## src/rtl/pause_fade_ctrl.sv

```systemverilog
// pause_fade_ctrl
//   Merges NREQ pause-request sources, the user pause toggle and the
//   OSD-open pause into a single registered CPU pause. Pause entry waits
//   for the vblank rising edge, and a watchdog forces the pause if vblank
//   never arrives. While paused, the video can be dimmed in halving steps
//   once a timeout has elapsed.
//
//   Optional macro PAUSE_FRAME_STEP_EN: builds the STEP state, which
//   releases the CPU for one frame on each frame_step rising edge. When the
//   macro is undefined, frame_step is unused and pause_state never reads 3.
//
// Ports
//   clk_sys        system clock
//   reset          synchronous, active-high reset
//   user_button    pause toggle button (rising edge)
//   frame_step     single-frame advance button (rising edge)
//   pause_request  per-source pause request [NREQ]
//   options        [0] pause when OSD open, [1] dim enable
//   OSD_STATUS     OSD open
//   vblank         core vertical blank
//   r, g, b        video in
//   pause_cpu      registered CPU pause (high only in PAUSED)
//   pause_state    RUN=0, PEND=1, PAUSED=2, STEP=3
//   dim_level      current right-shift applied to the video
//   rgb_out        {r,g,b} each shifted right by dim_level, registered
module pause_fade_ctrl #(
  parameter int RW          = 3,
  parameter int GW          = 3,
  parameter int BW          = 2,
  parameter int CLKSPD      = 3,
  parameter int NREQ        = 2,
  parameter int FADE_STEPS  = 2,
  parameter int DIM_CYCLES  = CLKSPD * 10000000,
  parameter int FADE_CYCLES = CLKSPD * 500000,
  parameter int PEND_CYCLES = CLKSPD * 50000
) (
  input  logic                              clk_sys,
  input  logic                              reset,
  input  logic                              user_button,
  input  logic                              frame_step,
  input  logic [NREQ-1:0]                   pause_request,
  input  logic [1:0]                        options,
  input  logic                              OSD_STATUS,
  input  logic                              vblank,
  input  logic [RW-1:0]                     r,
  input  logic [GW-1:0]                     g,
  input  logic [BW-1:0]                     b,
  output logic                              pause_cpu,
  output logic [1:0]                        pause_state,
  output logic [$clog2(FADE_STEPS+1)-1:0]   dim_level,
  output logic [RW+GW+BW-1:0]               rgb_out
);

  localparam int DLW = $clog2(FADE_STEPS + 1);

`ifdef PAUSE_FRAME_STEP_EN
  typedef enum logic [1:0] {
    RUN    = 2'd0,
    PEND   = 2'd1,
    PAUSED = 2'd2,
    STEP   = 2'd3
  } state_t;
`else
  typedef enum logic [1:0] {
    RUN    = 2'd0,
    PEND   = 2'd1,
    PAUSED = 2'd2
  } state_t;
`endif

  state_t                state_q, state_d;
  logic                  pause_cpu_q;
  logic                  toggle_q;
  logic                  btn_last_q;
  logic                  vbl_last_q;
  logic [31:0]           pend_timer_q;
  logic [31:0]           dim_timer_q;
  logic [DLW-1:0]        dim_level_q;
  logic [RW+GW+BW-1:0]   rgb_q;

  logic btn_rise;
  logic vbl_rise;
  logic want;

  assign btn_rise = user_button & ~btn_last_q;
  assign vbl_rise = vblank & ~vbl_last_q;
  assign want     = (|pause_request) | toggle_q | (OSD_STATUS & options[0]);

`ifdef PAUSE_FRAME_STEP_EN
  logic step_last_q;
  logic step_rise;
  assign step_rise = frame_step & ~step_last_q;
`else
  logic unused_frame_step;
  assign unused_frame_step = frame_step;
`endif

  // Edge registers track the inputs during reset so that a level already
  // high at release is not seen as a rising edge.
  always_ff @(posedge clk_sys) begin
    btn_last_q <= user_button;
    vbl_last_q <= vblank;
`ifdef PAUSE_FRAME_STEP_EN
    step_last_q <= frame_step;
`endif
    if (reset) begin
      toggle_q <= 1'b0;
    end else if (btn_rise) begin
      toggle_q <= ~toggle_q;
    end
  end

  always_comb begin
    state_d = state_q;
    case (state_q)
      RUN:    if (want) state_d = PEND;
      PEND: begin
        if (!want)
          state_d = RUN;
        else if (vbl_rise || (pend_timer_q == 32'(PEND_CYCLES - 1)))
          state_d = PAUSED;
      end
      PAUSED: begin
        if (!want)
          state_d = RUN;
`ifdef PAUSE_FRAME_STEP_EN
        else if (step_rise)
          state_d = STEP;
`endif
      end
`ifdef PAUSE_FRAME_STEP_EN
      STEP: begin
        if (!want)
          state_d = RUN;
        else if (vbl_rise)
          state_d = PAUSED;
      end
`endif
      default: state_d = RUN;
    endcase
  end

  // pause_cpu is decoded from the next state so it changes on the same edge
  // as the state register.
  always_ff @(posedge clk_sys) begin
    if (reset) begin
      state_q      <= RUN;
      pause_cpu_q  <= 1'b0;
      pend_timer_q <= '0;
    end else begin
      state_q      <= state_d;
      pause_cpu_q  <= (state_d == PAUSED);
      pend_timer_q <= (state_q == PEND) ? pend_timer_q + 32'd1 : '0;
    end
  end

  // The timer restarts at every level change: the first level needs
  // DIM_CYCLES paused clocks, each later level FADE_CYCLES more.
  always_ff @(posedge clk_sys) begin
    if (reset || (state_q != PAUSED) || !options[1]) begin
      dim_timer_q <= '0;
      dim_level_q <= '0;
    end else if (dim_level_q == '0) begin
      if (dim_timer_q == 32'(DIM_CYCLES - 1)) begin
        dim_timer_q <= '0;
        dim_level_q <= DLW'(1);
      end else begin
        dim_timer_q <= dim_timer_q + 32'd1;
      end
    end else if (dim_level_q != DLW'(FADE_STEPS)) begin
      if (dim_timer_q == 32'(FADE_CYCLES - 1)) begin
        dim_timer_q <= '0;
        dim_level_q <= dim_level_q + DLW'(1);
      end else begin
        dim_timer_q <= dim_timer_q + 32'd1;
      end
    end
  end

  always_ff @(posedge clk_sys) begin
    if (reset)
      rgb_q <= '0;
    else
      rgb_q <= {r >> dim_level_q, g >> dim_level_q, b >> dim_level_q};
  end

  assign pause_cpu   = pause_cpu_q;
  assign pause_state = state_q;
  assign dim_level   = dim_level_q;
  assign rgb_out     = rgb_q;

endmodule

```

## config.mk

```make
export PLATFORM = sky130hd
export DESIGN_NAME = pause_fade_ctrl
export DESIGN_NICKNAME = d
export VERILOG_FILES = /design/src/rtl/pause_fade_ctrl.sv
export SDC_FILE = /design/constraint.sdc
export NUM_CORES = 1
export LEC_CHECK = 0
export ABC_AREA = 1
export CORE_MARGIN = 10
export CORE_UTILIZATION = 45
export CTS_CLUSTER_DIAMETER = 40
export CTS_CLUSTER_SIZE = 8
export DETAILED_ROUTE_END_ITERATION = 8
export PLACE_DENSITY = 0.72
export SLEW_MARGIN = 0
export SYNTH_ARGS = -nofsm -noshare
export SYNTH_HDL_FRONTEND = slang
export SYNTH_SLANG_ARGS = --single-unit
```

## constraint.sdc

```tcl
create_clock -name clk_sys -period 1.6 [get_ports clk_sys]
set_clock_uncertainty 0.1 [all_clocks]
set_input_delay 0.32 -clock clk_sys [delete_from_list [all_inputs] [get_ports clk_sys]]
set_output_delay 0.32 -clock clk_sys [all_outputs]
set_load 0.05 [all_outputs]
```

==> impl_metrics.sql <==
INSERT INTO impl_metrics (metric_group, metric, value, unit) VALUES
('run_status', 'outcome', 'complete, but fails checks', ''),
('run_status', 'violations', 'negative setup slack', ''),
('worst_setup_path', 'critical_path.max_stage_delay', '0.37', 'ns'),
('yosys', 'synthDistinctLibCells', '43', ''),
('grt', 'grt_start_max_net_pins', '19', ''),
('sta', 'period_needed', '1.71', 'ns'),
('placed_design', 'place.gp.congestion', '0.903', ''),
('die', 'core-area', '9680', 'um2'),
('sta', 'worst_slack', '-0.111', 'ns'),
('worst_setup_path', 'critical_path.cell_chain', 'ha_4, nand3_4, inv_4, nand2_4, nor3_4, nand3_2, or2_0, nand2_1, nor2_1', ''),
('final_layout', 'layout-drive-gt1-share', '40.3', '%'),
('grt', 'initial_antenna_violation_count', '0', ''),
('yosys', 'synth_top_cells_by_area', 'sky130_fd_sc_hd__dfxtp_1, sky130_fd_sc_hd__nand2_1, sky130_fd_sc_hd__nor2_1', ''),
('die', 'fp.dieArea', '14200', 'um2'),
('routing', 'num_vias', '4936', ''),
('grt', 'groute.usage.overall', '17.1', '%'),
('placed_design', 'placed_area', '5630', 'um2'),
('final_layout', 'layout.cell_area.non_filler', '6620', 'um2'),
('final_layout', 'layout_commonest_cell', 'sky130_fd_sc_hd__nand2_1', ''),
('yosys', 'net_count_after_synthesis', '674', ''),
('power_and_ir_drop', 'total_leakage_power', '2.66', 'nW'),
('job', 'count_of_max_cap_constraint_violations', '0', ''),
('worst_setup_path', 'critical_path_class', 'reg2reg', ''),
('yosys', 'syn_area_per_cell', '6.81', 'um2'),
('routing', 'finalWirelength', '14000', 'um'),
('yosys', 'yosys_register_bits', '80', ''),
('worst_setup_path', 'launching_instance_or_port_of_the_critical_path', 'dim_timer_q[0]', ''),
('grt', 'grt_pass1_wl', '20500', 'um'),
('yosys', 'ys.warnings.count', '0', ''),
('min_path', 'min-delay-path-class', 'in2reg', ''),
('yosys', 'portion_of_the_post_synthesis_area_used_by_sequential_elements', '36.1', '%'),
('grt', 'total_congestion_overflow_after_global_routing', '0', ''),
('sta', 'hold_violations', '0', ''),
('sta', 'worst-slew-pin-transition', '0.460', 'ns'),
('final_layout', 'final_net_count', '811', ''),
('sta', 'max-slew-margin-rel', '69.3', '%'),
('worst_setup_path', 'worst_setup_path_end_kind', 'register', ''),
('routing', 'drt_drc_violations_left', '0', ''),
('clocking', 'clock-sinks', '80', ''),
('worst_setup_path', 'cp_num_buf_inv', '1', ''),
('worst_setup_path', 'worst_setup_path_start_kind', 'register', ''),
('final_layout', 'areaGrowthSynthToFinish', '49.0', '%'),
('worst_setup_path', 'critical-path-slowest-cell', 'sky130_fd_sc_hd__dfxtp_2', ''),
('worst_setup_path', 'worst_path_dominant_cell_family', 'simple AND/OR/NAND/NOR gates', ''),
('yosys', 'synth_edf_count', '0', ''),
('power_and_ir_drop', 'power-per-cell-area', '558', 'nW/um2'),
('final_layout', 'ant_diodes', '0', ''),
('sta', 'rsz0062_at_grt', 'yes', ''),
('yosys', 'synth_area_leader_cell', 'sky130_fd_sc_hd__dfxtp_1', ''),
('sta', 'final.period_utilization', '107', '%'),
('min_path', 'min_from', 'vblank', ''),
('worst_setup_path', 'worst_r2r_startpoint', 'dim_timer_q[0]', ''),
('power_and_ir_drop', 'post-layout-total-power', '0.00369', 'W'),
('power_and_ir_drop', 'worst_ir_drop_on_vdd', '0.463', 'mV'),
('sta', 'setup_violations', '28', ''),
('yosys', 'postSynth.asyncResetShare', '0', '%'),
('yosys', 'yosysTopAreaCellShare', '36.1', '%'),
('routing', 'drt-vias-per-instance', '5.32', ''),
('routing', 'routedWlPerCell', '15.1', 'um'),
('placed_design', 'placement.io_buffers', '29', ''),
('clocking', 'tritoncts.num_buffers', '9', ''),
('routing', 'drt_pass1_iterations', '5', ''),
('die', 'initial_core_util', '45.9', '%'),
('yosys', 'netlist_area', '4440', 'um2'),
('clocking', 'tritoncts', 'yes', ''),
('routing', 'antenna_violating_nets_post_route', '0', ''),
('clocking', 'htreeDepth', '3', ''),
('worst_setup_path', 'critical_path.max_fanout', '4', ''),
('clocking', 'ctsLongestPathBuffers', '2', ''),
('sta', 'fmaxAchievable', '584', 'MHz'),
('clocking', 'cts-root-buf', 'sky130_fd_sc_hd__clkbuf_8', '');
[cells in the mapped netlist, drive strengths merged (3+ instances only)]
master	number
nand2	153
nor2	137
dfxtp	80
inv	78
a21oi	32
nor3	31
nand3	30
nand4	25
o21ai	21
xor2	12
buf	7
xnor2	6
or2	5
clkbuf	4
ha	4
nor3b	4
nor4	4
a211oi	3
[registers in the layout (all words and copies together) (netlist names)]
name / cells
dim_level: 2
rgb_out: 8
pause_state: 2
pend_timer_q: 32
vbl_last_q: 1
dim_timer_q: 32
btn_last_q: 1
pause_cpu: 1
toggle_q: 1
[logic make-up after synthesis]
group / count (synthesis) / share of synthesized area, %
xor+xnor: 18 / 3.55
simple gates: 394 / 43.1
flops: 80 / 36.1
buf+inv: 91 / 8.03
fa+ha+maj: 4 / 1.13
compound gates: 65 / 8.14
[path summary, 6_finish.rpt]
kind	endpoint	slack, ns	depth (start not counted)
worst min register to register	pend_timer_q[18]	0.37	1
worst max-delay path	dim_timer_q[24]	-0.11	9
worst max register to register	dim_timer_q[24]	-0.11	9
worst min-delay path	vbl_last_q	0.32	1
[per-layer routing]
metal | vias to the layer above | part of all wire, % | track usage [%]
met5 | - | 0 | 0
met4 | 0 | 2.6 | 7.62
met3 | 30 | 7.0 | 3.50
met2 | 206 | 50 | 29.4
met1 | 2319 | 41 | 20.0
li1 | 2381 | - | -
[repair_timing]
| item | CTS | global route |
|---|---|---|
| pin swaps | 22 | 46 |
| hold buffers | 0 | 0 |
| gates resized for setup | 48 | 129 |
| buffers inserted | 13 | 13 |
| endpoints found under the setup margin | 38 | 53 |
| cloned | 0 | 2 |
[area by class of cell]
type / count / area [um2]
Fill cell: 708 / 3070
Multi-Input combinational cell: 483 / 2990
Sequential cell: 80 / 1690
Timing Repair Buffer: 135 / 1280
Inverter: 80 / 305
Tap cell: 133 / 166
Clock buffer: 10 / 138
Clock inverter: 6 / 43.8
[per-stage QoR]
stage | setup TNS [ns] | std cells | setup slack [ns] | util, %
floorplan | -1.26 | 652 | -0.184 | -
global placement | -1.39 | 883 | -0.108 | 58.1
detailed placement | -3.31 | 883 | -0.155 | 58.1
CTS | -0.301 | 912 | -0.0800 | 62.8
global route | -5.31 | 927 | -0.199 | 68.3
finish | -1.75 | 927 | -0.111 | 68.3
[power breakdown]
part	internal [W]	switching, W
combinational	0.000128	0.000130
clock	0.000611	0.000808
sequential	0.00199	0.0000233
No activity file was read; power rests on OpenSTA's default activity.
